===== config.mk =====
export PLATFORM = sky130hd
export DESIGN_NAME = stf_sequencer
export DESIGN_NICKNAME = d
export VERILOG_FILES = /design/src/rtl/stf_sequencer_pkg.sv /design/src/rtl/stf_sequencer_iq_half_shift.sv /design/src/rtl/stf_sequencer.sv
export SDC_FILE = /design/constraint.sdc
export NUM_CORES = 1
export LEC_CHECK = 0
export BUFFER_PORTS_ARGS = -buffer_cell sky130_fd_sc_hd__buf_2
export CAP_MARGIN = 10
export CORE_ASPECT_RATIO = 2
export CORE_MARGIN = 5
export CORE_UTILIZATION = 52
export DETAILED_ROUTE_END_ITERATION = 6
export PLACE_DENSITY = 0.93
export SLEW_MARGIN = 20
export SYNTH_ARGS = -nofsm -noshare
export SYNTH_HDL_FRONTEND = slang
export SYNTH_SLANG_ARGS = --single-unit

===== constraint.sdc =====
create_clock -name clk -period 3.78 [get_ports clk]
set_input_delay 0 -clock clk [delete_from_list [all_inputs] [get_ports clk]]
set_output_delay 0 -clock clk [all_outputs]
set_load 0.01 [all_outputs]

===== src/rtl/stf_sequencer_pkg.sv =====
// stf_sequencer_pkg
// Shared constants and types for the STF sequencer slice.
//   STF_PERIOD / STF_ADDR_W : depth and address width of the STF ROM
//   IQ_W, I_*/Q_*           : packed sample width and I/Q field positions
//   state_t                 : sequencer FSM state
package stf_sequencer_pkg;

  localparam int unsigned STF_PERIOD = 16;
  localparam int unsigned STF_ADDR_W = 4;

  localparam int unsigned IQ_W      = 32;
  localparam int unsigned IQ_HALF_W = 16;
  localparam int unsigned I_MSB     = 31;
  localparam int unsigned I_LSB     = 16;
  localparam int unsigned Q_MSB     = 15;
  localparam int unsigned Q_LSB     = 0;

  typedef enum logic [1:0] {
    IDLE = 2'd0,
    RUN  = 2'd1,
    DONE = 2'd2
  } state_t;

endpackage


===== src/rtl/stf_sequencer_iq_half_shift.sv =====
// iq_half_shift
// Combinational halving of a packed I/Q sample: I and Q are each
// arithmetic-shifted right by one (sign kept, rounds toward -inf).
// Only instantiated when STF_WINDOW_EN is defined.
// Ports:
//   din  : packed sample in, I [31:16], Q [15:0]
//   dout : halved sample, same packing
module iq_half_shift
  import stf_sequencer_pkg::*;
(
  input  logic [IQ_W-1:0] din,
  output logic [IQ_W-1:0] dout
);

  always_comb begin
    dout              = '0;
    dout[I_MSB:I_LSB] = IQ_HALF_W'($signed(din[I_MSB:I_LSB]) >>> 1);
    dout[Q_MSB:Q_LSB] = IQ_HALF_W'($signed(din[Q_MSB:Q_LSB]) >>> 1);
  end

endmodule


===== src/rtl/stf_sequencer.sv =====
// stf_sequencer
// Replays the 16-sample STF period NUM_REP times from an external
// combinational ROM onto a registered valid/ready sample stream.
// Optional feature macro: STF_WINDOW_EN halves the first and last sample
// of each sequence (edge windowing); latency is unchanged.
// Ports:
//   clk         : TX clock, rising edge
//   phy_tx_arst : asynchronous active-high reset
//   start       : one-cycle start pulse, honoured only in IDLE
//   rom_addr    : address of the next sample to load
//   rom_dout    : ROM sample for rom_addr (same cycle)
//   out_data    : registered sample, I [31:16], Q [15:0]
//   out_valid   : out_data holds a valid sample
//   out_ready   : downstream accept
//   out_last    : marks sample 16*NUM_REP-1
//   busy        : sequence in progress
//   done        : one-cycle pulse after the last sample is accepted
module stf_sequencer
  import stf_sequencer_pkg::*;
#(
  parameter int unsigned NUM_REP = 10
) (
  input  logic                  clk,
  input  logic                  phy_tx_arst,
  input  logic                  start,
  output logic [STF_ADDR_W-1:0] rom_addr,
  input  logic [IQ_W-1:0]       rom_dout,
  output logic [IQ_W-1:0]       out_data,
  output logic                  out_valid,
  input  logic                  out_ready,
  output logic                  out_last,
  output logic                  busy,
  output logic                  done
);

  localparam logic [3:0] LAST_REP = 4'(NUM_REP - 1);

  state_t                  state;
  logic [STF_ADDR_W-1:0]   addr_cnt;
  logic [3:0]              rep_cnt;
  logic [STF_ADDR_W-1:0]   addr_nxt;
  logic [3:0]              rep_nxt;
  logic                    load_last;
  logic                    hs;
  logic [IQ_W-1:0]         sample;

  // Counters point at the sample about to be loaded, so rom_addr is
  // simply the address counter.
  assign rom_addr  = addr_cnt;
  assign hs        = out_valid && out_ready;
  assign load_last = (addr_cnt == '1) && (rep_cnt == LAST_REP);
  assign busy      = (state == RUN);
  assign done      = (state == DONE);

`ifdef STF_WINDOW_EN
  logic            load_first;
  logic [IQ_W-1:0] half;

  assign load_first = (addr_cnt == '0) && (rep_cnt == '0);

  iq_half_shift u_half (
    .din  (rom_dout),
    .dout (half)
  );

  assign sample = (load_first || load_last) ? half : rom_dout;
`else
  assign sample = rom_dout;
`endif

  // After the final sample is loaded the counters fall back to zero so the
  // next sequence starts at address 0 without an extra clear step.
  always_comb begin
    addr_nxt = addr_cnt + 1'b1;
    rep_nxt  = rep_cnt;
    if (load_last) begin
      addr_nxt = '0;
      rep_nxt  = '0;
    end else if (addr_cnt == '1) begin
      rep_nxt = rep_cnt + 1'b1;
    end
  end

  always_ff @(posedge clk or posedge phy_tx_arst) begin
    if (phy_tx_arst) begin
      state     <= IDLE;
      addr_cnt  <= '0;
      rep_cnt   <= '0;
      out_data  <= '0;
      out_valid <= 1'b0;
      out_last  <= 1'b0;
    end else begin
      case (state)
        IDLE: begin
          if (start) begin
            out_data  <= sample;
            out_valid <= 1'b1;
            out_last  <= load_last;
            addr_cnt  <= addr_nxt;
            rep_cnt   <= rep_nxt;
            state     <= RUN;
          end
        end
        RUN: begin
          if (hs) begin
            if (out_last) begin
              out_valid <= 1'b0;
              out_last  <= 1'b0;
              state     <= DONE;
            end else begin
              out_data <= sample;
              out_last <= load_last;
              addr_cnt <= addr_nxt;
              rep_cnt  <= rep_nxt;
            end
          end
        end
        DONE:    state <= IDLE;
        default: state <= IDLE;
      endcase
    end
  end

endmodule


==> impl_metrics.tcl, run 1 <==
set metrics [dict create \
    setup-tns-final_ns 0 \
    total_power_mw 1.78 \
    worst_pin_slew_ns 0.924 \
    rsz0062_at_grt "false" \
    die_x_microns 54.1 \
    clk_latency_ns 0.29 \
    layout_setup_ws_ns 1.43 \
    avgSynthCellArea_sq_um 14.3 \
    dpl_cell_area_sq_mm 0.00242 \
    use_met3 0.0473 \
    yosys-top-cells-count "dfrtp_1 (44), mux2_4 (20), mux2_2 (15)" \
    fin_util 0.754 \
    clkTransAtPathRegs_ns 0.09 \
    post_drt_wl_per_cell_microns 16.3 \
    die-height_microns 98.1 \
    min_from "out_ready" \
    yosysTopAreaCell "dfrtp_1" \
    grt_max_degree 45 \
    numCtsBuffers 5 \
    vias_per_cell 5.17 \
    slew_headroom 0.383 \
    pre_cts_ws_ns 1.43 \
    core_sq_mm 0.00380 \
    diodes 0 \
    drt_iter0_markers 38 \
    power_density_mw_per_mm2 621 \
    firstDrtPassIters 4 \
    synth_cells 141 \
    slew_violations 0 \
    grt_pass1_wl_microns 7940 \
    arrival_ns 2.53 \
    period_share 0.623 \
    via_count 1572 \
    cts_tree "built" \
    die_area_sq_mm 0.00531 \
    seq_area_frac_synth 0.545 \
    hold_violations 0 \
    antenna_found_initial 0 \
    hpwl_microns 3360 \
    synth.most_common_cell "dfrtp_1" \
    antenna_left 0 \
    cts-htree-levels 2 \
    rows 32 \
    ys_ff_latch 44 \
    required_ns 3.96 \
    ios 76 \
    hold_path_class "in2reg" \
    num-nets-final 291 \
    fin_skew_ns 0.00928 \
    final_cells 304 \
    drive_above_1_share 0.486 \
    met2_usage 0.365 \
    min_period_ns 2.35 \
    grt_busiest_layer "met2" \
    numPortBuffers 75 \
    design_area_sq_mm 0.00287 \
    place.gp.congestion 0.824 \
    syn-cell-area_sq_mm 0.00202 \
    grt_pass1_vias 1738 \
    syn_nets 180 \
    yosysWarningCount 0 \
    fmax_ghz 0.425 \
    finalSetupViolCount 0 \
    drt_drc_violations_left 0 \
    track_usage 0.204 \
    ir_drop_uv 472 \
    synth_top_area_share 0.545 \
    wl_microns 4960 \
    areaGrowthSynthToFinish_pct 41.9 \
    startpoint "state[0]$_DFFE_PP0P_" \
    overflow 0 \
    clock-sinks 44 \
    status "complete, no violations" \
    use_met1 0.210 \
    critical_path_peak_fanout 25 \
    dp.cells 263 \
    async_flop_share 1.00 \
    worst_setup_path_start_kind "flip-flop" \
    path_class "reg2reg" \
    cp-end-kind "flip-flop" \
    ys_types 34 \
    reg2reg_from "state[0]$_DFFE_PP0P_" \
    cts_root_buf "clkbuf_8" \
    p_leak_nw 1.37 \
    drv_cap 0 \
    synth-edff-count 0 \
    fill_cells 246 \
    ys_top_cells_by_area "dfrtp_1 (55%), mux2_4 (15%), mux2_2 (8.4%)" \
    clk_path_buf_depth 2 \
    synth_ff_type "dfrtp_1" \
    initial_core_util 0.531 \
    whs_ns 0.0245 \
]
[registers in the layout, indices dropped and copies added, names as in the netlist]
name and cells:
state 2, out_data 32, out_valid 1, out_last 1
rep_cnt 4, rom_addr 4
[cell type report]
| type | count | area [sq um] | share of cell area |
|---|---|---|---|
| clock buffers | 5 | 68.8 | 0.0240 |
| well taps | 51 | 63.8 | 0.0223 |
| repair buffers | 110 | 721 | 0.251 |
| flip-flops and latches | 44 | 1100 | 0.384 |
| inverters | 4 | 15.0 | 0.00524 |
| clock inverters | 3 | 42.5 | 0.0148 |
| multi-input cells | 87 | 855 | 0.298 |
[cells in the final DEF (no fill, tap or decap), drive strengths merged, types with 5 or more instances in the layout]
cell         count
dfrtp           44
nand2            5
mux2            37
buf             77
clkbuf           5
dlygate4sd3     33
nor2             5
a21oi            6
[where the power goes]
group          internal, mW  total, mW  switching (mW)
combinational         0.372      0.658           0.286
sequential            0.646      0.768           0.122
clock                 0.196      0.353           0.157
total                  1.21       1.78           0.566
[critical path, cell delays in order, from the launching register on]
cell and delay, ns:
dfrtp_1 0.52, nand2b_1 0.27, a21oi_4 0.76, buf_4 0.36, mux2_4 0.32
[final timing paths]
| check | endpoint | slack [ns] | cells after the start |
|---|---|---|---|
| max | out_data[7]$_DFFE_PP0P_ | 1.43 | 4 |
| min | state[1]$_DFFE_PP0P_ | 0.02 | 3 |
| max reg2reg | out_data[7]$_DFFE_PP0P_ | 1.43 | 4 |
| min reg2reg | out_data[16]$_DFFE_PP0P_ | 0.50 | 1 |
| max in group asynchronous | out_data[2]$_DFFE_PP0P_ | 3.01 | 4 |
| min in group asynchronous | out_data[12]$_DFFE_PP0P_ | 0.40 | 4 |
[kinds of logic (layout without fill, tap and decap cells)]
logic type | Yosys count | count (layout) | synth area share
DFF | 44 | 44 | 0.545
muxes | 37 | 37 | 0.243
and+or+nand+nor | 30 | 30 | 0.0967
AOI/OAI and AO/OA | 16 | 16 | 0.0601
buffers and inverters | 10 | 122 | 0.0316
adders and majority gates | 3 | 3 | 0.0186
xor gates and xnor gates | 1 | 1 | 0.00434
[what timing repair did]
| action | CTS | global route |
|---|---|---|
| buffers inserted | 0 | 0 |
| resized for setup | 0 | 0 |
| hold buffers | 33 | 0 |
| endpoints found under the hold margin | 76 | 0 |
[per-layer routing]
metal,vias to the layer above,routed length (microns)
met4,0,124
met1,782,1730
met5,-,0
met3,10,229
li1,729,-
met2,51,2870
No activity file was read; power rests on OpenSTA's default activity.
==> run 2: changes to the inputs <==
--- a/config.mk
+++ b/config.mk
@@ -5,13 +5,14 @@
 export SDC_FILE = /design/constraint.sdc
 export NUM_CORES = 1
 export LEC_CHECK = 0
+export ABC_AREA = 1
 export BUFFER_PORTS_ARGS = -buffer_cell sky130_fd_sc_hd__buf_2
 export CAP_MARGIN = 10
 export CORE_ASPECT_RATIO = 2
 export CORE_MARGIN = 5
-export CORE_UTILIZATION = 52
+export CORE_UTILIZATION = 47
 export DETAILED_ROUTE_END_ITERATION = 6
-export PLACE_DENSITY = 0.93
+export PLACE_DENSITY = 0.87
 export SLEW_MARGIN = 20
 export SYNTH_ARGS = -nofsm -noshare
 export SYNTH_HDL_FRONTEND = slang
==> constraint.sdc (replaced) <==
create_clock -name clk -period 2.18 [get_ports clk]
set_input_delay 0 -clock clk [delete_from_list [all_inputs] [get_ports clk]]
set_output_delay 0 -clock clk [all_outputs]
set_load 0.01 [all_outputs]
==> impl_metrics.tcl, run 2 <==
set metrics [dict create \
    status "complete, no violations" \
    arrival_ns 1.90 \
    yosysWarningCount 0 \
    total_power_mw 2.42 \
    whs_ns 0.0164 \
    period_share 0.787 \
    firstDrtPassIters 5 \
    dpl_cell_area_sq_mm 0.00227 \
    place.gp.congestion 0.765 \
    cp-end-kind "flip-flop" \
    overflow 0 \
    clk_path_buf_depth 2 \
    post_drt_wl_per_cell_microns 13.2 \
    synth_ff_type "dfrtp_1" \
    critical_path_peak_fanout 7 \
    post_cts_buffers 0 \
    num-nets-final 373 \
    wl_microns 5110 \
    initial_core_util 0.486 \
    clk_latency_ns 0.29 \
    antenna_left 0 \
    numPortBuffers 75 \
    path_class "reg2reg" \
    synth_top_area_share 0.583 \
    grt_pass1_wl_microns 8050 \
    cts.hold.buffers_added 34 \
    hold_violations 0 \
    layout_common_cells "nand2_1 (132), buf_2 (75), dfrtp_1 (44)" \
    rsz0062_at_grt "false" \
    largest_register "out_data" \
    ir_drop_uv 636 \
    hpwl_microns 3180 \
    numCtsBuffers 5 \
    ios 76 \
    diodes 0 \
    power_density_mw_per_mm2 886 \
    design_area_sq_mm 0.00273 \
    critical_path.max_stage_delay_ns 0.59 \
    die_x_microns 54.8 \
    drt_drc_violations_left 0 \
    slew_headroom 0.416 \
    async_flop_share 1.00 \
    critical_path.slowest_cell "nor3_1" \
    ys_top_cells_by_area "dfrtp_1 (58%), nand2_1 (26%), buf_6 (2.4%)" \
    vias_per_cell 4.66 \
    clock-sinks 44 \
    worst_pin_slew_ns 0.875 \
    avgSynthCellArea_sq_um 8.43 \
    areaGrowthSynthToFinish_pct 44.6 \
    min_from "start" \
    grt_pass1_vias 1841 \
    worst_setup_path_start_kind "flip-flop" \
    fmax_ghz 0.583 \
    required_ns 2.37 \
    setup-tns-final_ns 0 \
    drv_cap 0 \
    synth-edff-count 0 \
    multi_input_area_sq_um 697 \
    syn-cell-area_sq_mm 0.00189 \
    seq_area_frac_synth 0.583 \
    via_count 1800 \
    startpoint "rom_addr[0]$_DFFE_PP0P_" \
    layout_setup_ws_ns 0.465 \
    drt_iter0_markers 40 \
    fill_cells 294 \
    yosysTopAreaCell "dfrtp_1" \
    ys_ff_latch 44 \
    core_sq_mm 0.00388 \
    cp_cell_sequence "ha_1, nand3_1, nor3_1, nor2_1, nand2_1, nand2_1" \
    grt_max_degree 45 \
    die-height_microns 99.6 \
    hold_path_class "in2reg" \
    cts-htree-levels 2 \
    clkTransAtPathRegs_ns 0.09 \
    synth.most_common_cell "nand2_1" \
    syn_nets 263 \
    fin_skew_ns 0.00673 \
    min_period_ns 1.71 \
    die_area_sq_mm 0.00546 \
    layout_commonest_cell "nand2_1" \
    track_usage 0.201 \
    ctsResizeCount 0 \
    seqCellArea_sq_mm 0.00110 \
    reg2reg_from "rom_addr[0]$_DFFE_PP0P_" \
    drive_above_1_share 0.275 \
    p_leak_nw 1.54 \
    crit_top_cell "nand2_1" \
    cts_tree "built" \
    rows 32 \
    ys_types 17 \
    largest_reg_flops 32 \
    finalSetupViolCount 0 \
    yosys-top-cells-count "nand2_1 (132), dfrtp_1 (44), nor2_1 (9), nand3_1 (7), inv_1 (5)" \
    slew_violations 0 \
    synth_cells 224 \
    antenna_found_initial 0 \
    pre_cts_ws_ns 0.534 \
    cts_root_buf "clkbuf_8" \
]
-- run 2: changes by cell type after synthesis, sizes merged, moves of 3 or more --
cell | before | now
a21oi | 6 | 1
and4b | 3 | 0
buf | 4 | 7
inv | 4 | 8
mux2 | 37 | 0
nand2 | 5 | 134
nand3 | 3 | 8
nor2 | 5 | 10
nor2b | 3 | 0
o211ai | 3 | 0
-- run 2: cell families (layout without fill, tap and decap cells) --
logic type | count (synthesis) | in the layout | synth area share
adders and majority gates | 3 | 3 | 0.0199
DFF | 44 | 44 | 0.583
xor gates and xnor gates | 2 | 2 | 0.00928
AOI/OAI and AO/OA | 3 | 3 | 0.00795
buffers and inverters | 15 | 126 | 0.0477
and+or+nand+nor | 157 | 157 | 0.332
-- run 2: cell type report --
class	count	area share
Timing Repair Buffer	110	0.265
Clock inverter	3	0.0170
Sequential cell	44	0.403
Clock buffer	5	0.0252
Inverter	8	0.0110
Tap cell	51	0.0234
Multi-Input combinational cell	165	0.255
-- run 2: report_power, final --
group          switching (mW)  total, mW  internal (mW)
clock                   0.272      0.617          0.345
combinational           0.388      0.683          0.295
sequential              0.136       1.12          0.984
-- run 2: through the flow --
| step | util | instances |
|---|---|---|
| after global placement | 0.586 | 344 |
| after floorplan | - | 224 |
| final | 0.703 | 386 |
| after CTS | 0.703 | 386 |
| after global routing | 0.703 | 386 |
| after detailed placement | 0.586 | 344 |
-- run 2: per-layer routing --
layer | up-vias | GRT usage | part of all wire | routed length (microns)
li1 | 904 | - | - | -
met4 | 0 | 0.0998 | 0.040 | 203
met2 | 47 | 0.351 | 0.55 | 2830
met1 | 829 | 0.211 | 0.37 | 1880
met5 | - | 0 | 0 | 0
met3 | 20 | 0.0435 | 0.040 | 205
-- run 2: critical path: cells and delay by family, from the launching register on --
family,cells,cell delay (ns)
DFF,1,0.44
adders and majority gates,1,0.21
and+or+nand+nor,5,0.97
-- run 2: final timing paths --
check	to	slack [ns]	depth (start not counted)
setup / recovery	rom_addr[0]$_DFFE_PP0P_	0.47	6
hold / removal	state[0]$_DFFE_PP0P_	0.02	3
setup reg to reg	rom_addr[0]$_DFFE_PP0P_	0.47	6
hold reg to reg	out_data[12]$_DFFE_PP0P_	0.48	2
max in group asynchronous	out_data[26]$_DFFE_PP0P_	1.17	3
min in group asynchronous	rom_addr[0]$_DFFE_PP0P_	0.46	3
==> run 3: changes to the inputs <==
--- a/config.mk
+++ b/config.mk
@@ -5,12 +5,12 @@
 export SDC_FILE = /design/constraint.sdc
 export NUM_CORES = 1
 export LEC_CHECK = 0
-export ABC_AREA = 1
+export ABC_AREA = 0
 export BUFFER_PORTS_ARGS = -buffer_cell sky130_fd_sc_hd__buf_2
 export CAP_MARGIN = 10
 export CORE_ASPECT_RATIO = 2
 export CORE_MARGIN = 5
-export CORE_UTILIZATION = 47
+export CORE_UTILIZATION = 48
 export DETAILED_ROUTE_END_ITERATION = 6
 export PLACE_DENSITY = 0.87
 export SLEW_MARGIN = 20
==> constraint.sdc (replaced) <==
create_clock -name clk -period 1.7 [get_ports clk]
set_input_delay 0 -clock clk [delete_from_list [all_inputs] [get_ports clk]]
set_output_delay 0 -clock clk [all_outputs]
set_load 0.01 [all_outputs]
==> impl_metrics.tcl, run 3 (synthesis results as in run 1) <==
set metrics [dict create \
    status "complete, no violations" \
    numCtsBuffers 5 \
    clkTransAtPathRegs_ns 0.09 \
    cts-htree-levels 2 \
    layout_common_cells "buf_2 (75), dfrtp_1 (44), dlygate4sd3_1 (33)" \
    pre_cts_ws_ns -0.0111 \
    drt_drc_violations_left 0 \
    largest_reg_flops 32 \
    via_count 1594 \
    drive_above_1_share 0.504 \
    post_drt_wl_per_cell_microns 16.8 \
    largest_register "out_data" \
    antenna_left 0 \
    clk_path_buf_depth 2 \
    slew_headroom 0.637 \
    slew_violations 0 \
    antenna_found_initial 1 \
    power_density_mw_per_mm2 1380 \
    ios 76 \
    rsz0062_at_grt "false" \
    cp-end-kind "flip-flop" \
    vias_per_cell 5.08 \
    post_cts_buffers 0 \
    total_power_mw 4.06 \
    fin_skew_ns 0.00971 \
    num-nets-final 298 \
    finalSetupViolCount 0 \
    hold_path_class "in2reg" \
    hold_violations 0 \
    required_ns 1.87 \
    initial_core_util 0.494 \
    min_period_ns 1.65 \
    place.gp.congestion 0.877 \
    clock-sinks 44 \
    firstDrtPassIters 4 \
    critical_path_peak_fanout 29 \
    drt_iter0_markers 16 \
    arrival_ns 1.82 \
    track_usage 0.205 \
    fmax_ghz 0.606 \
    worst_pin_slew_ns 0.545 \
    grt_pass1_vias 1837 \
    path_class "reg2reg" \
    layout_setup_ws_ns 0.0499 \
    core_sq_mm 0.00409 \
    rows 33 \
    p_leak_nw 1.41 \
    hpwl_microns 3280 \
    die_area_sq_mm 0.00568 \
    die_x_microns 55.9 \
    die-height_microns 102 \
    overflow 0 \
    grt_pass1_wl_microns 8920 \
    layout_commonest_cell "buf_2" \
    clk_latency_ns 0.29 \
    areaGrowthSynthToFinish_pct 46.2 \
    numPortBuffers 75 \
    period_share 0.971 \
    ir_drop_uv 832 \
    worst_setup_path_start_kind "flip-flop" \
    cts_tree "built" \
    grt_max_degree 45 \
    drv_cap 0 \
    fin_util 0.722 \
    cts_root_buf "clkbuf_8" \
    wl_microns 5270 \
]
-- run 3: path summary, 6_finish.rpt --
kind / from / endpoint / slack [ns] / depth (start not counted)
hold reg to reg: out_data[17]$_DFFE_PP0P_ / out_data[17]$_DFFE_PP0P_ / 0.50 / 1
setup / recovery: state[0]$_DFFE_PP0P_ / out_data[12]$_DFFE_PP0P_ / 0.05 / 4
min in group asynchronous: phy_tx_arst / out_data[10]$_DFFE_PP0P_ / 0.39 / 4
hold / removal: out_ready / state[1]$_DFFE_PP0P_ / 0.05 / 3
setup reg to reg: state[0]$_DFFE_PP0P_ / out_data[12]$_DFFE_PP0P_ / 0.05 / 4
max in group asynchronous: phy_tx_arst / out_data[25]$_DFFE_PP0P_ / 0.93 / 4
-- run 3: metal layers --
layer  global-route usage  up-vias  share of wire
met2                0.382       64           0.57
met5                    0        -              0
met4                0.128        0          0.046
met1                0.205      768           0.34
met3               0.0395       18          0.042
li1                     -      744              -
-- run 3: final cells by class --
type | count | area [sq um]
clock inverter | 2 | 38.8
sequential | 44 | 1100
multi-input combinational | 87 | 858
fill | 265 | 1140
antenna | 2 | 5.00
tap | 52 | 65.1
timing repair buffer | 117 | 786
clock buffer | 6 | 82.6
inverter | 4 | 15.0
-- run 3: power by group --
group          switching (mW)  leakage, nW  internal (mW)  total, mW
registers               0.229        0.523           1.44       1.66
logic                   0.696        0.830          0.873       1.57
clock network           0.347       0.0614          0.481      0.828
total                    1.27         1.41           2.79       4.06
-- run 3: worst max-delay path, cell delays in order, from the launching register on --
cell and delay, ns:
dfrtp_1 0.42, nand2b_1 0.26, a21oi_4 0.21, buf_12 0.24, mux2_2 0.39
-- run 3: stage by stage --
step	std cells	hold slack, ns	cell area [sq um]	TNS [ns]
5_1_grt	313	0.0429	2950	0
3_3_place_gp	271	0.157	2490	0
3_5_place_dp	271	0.163	2490	-0.0172
4_1_cts	312	0.0397	2940	0
2_1_floorplan	141	0.135	2020	0
6_report	314	0.0474	2950	0
-- run 3: repair_timing --
action                                  CTS  global route
hold buffers                             33             0
gates resized for setup                   1             1
cloned                                    0             0
endpoints found under the setup margin    2             2
hold endpoints to repair                 76             0
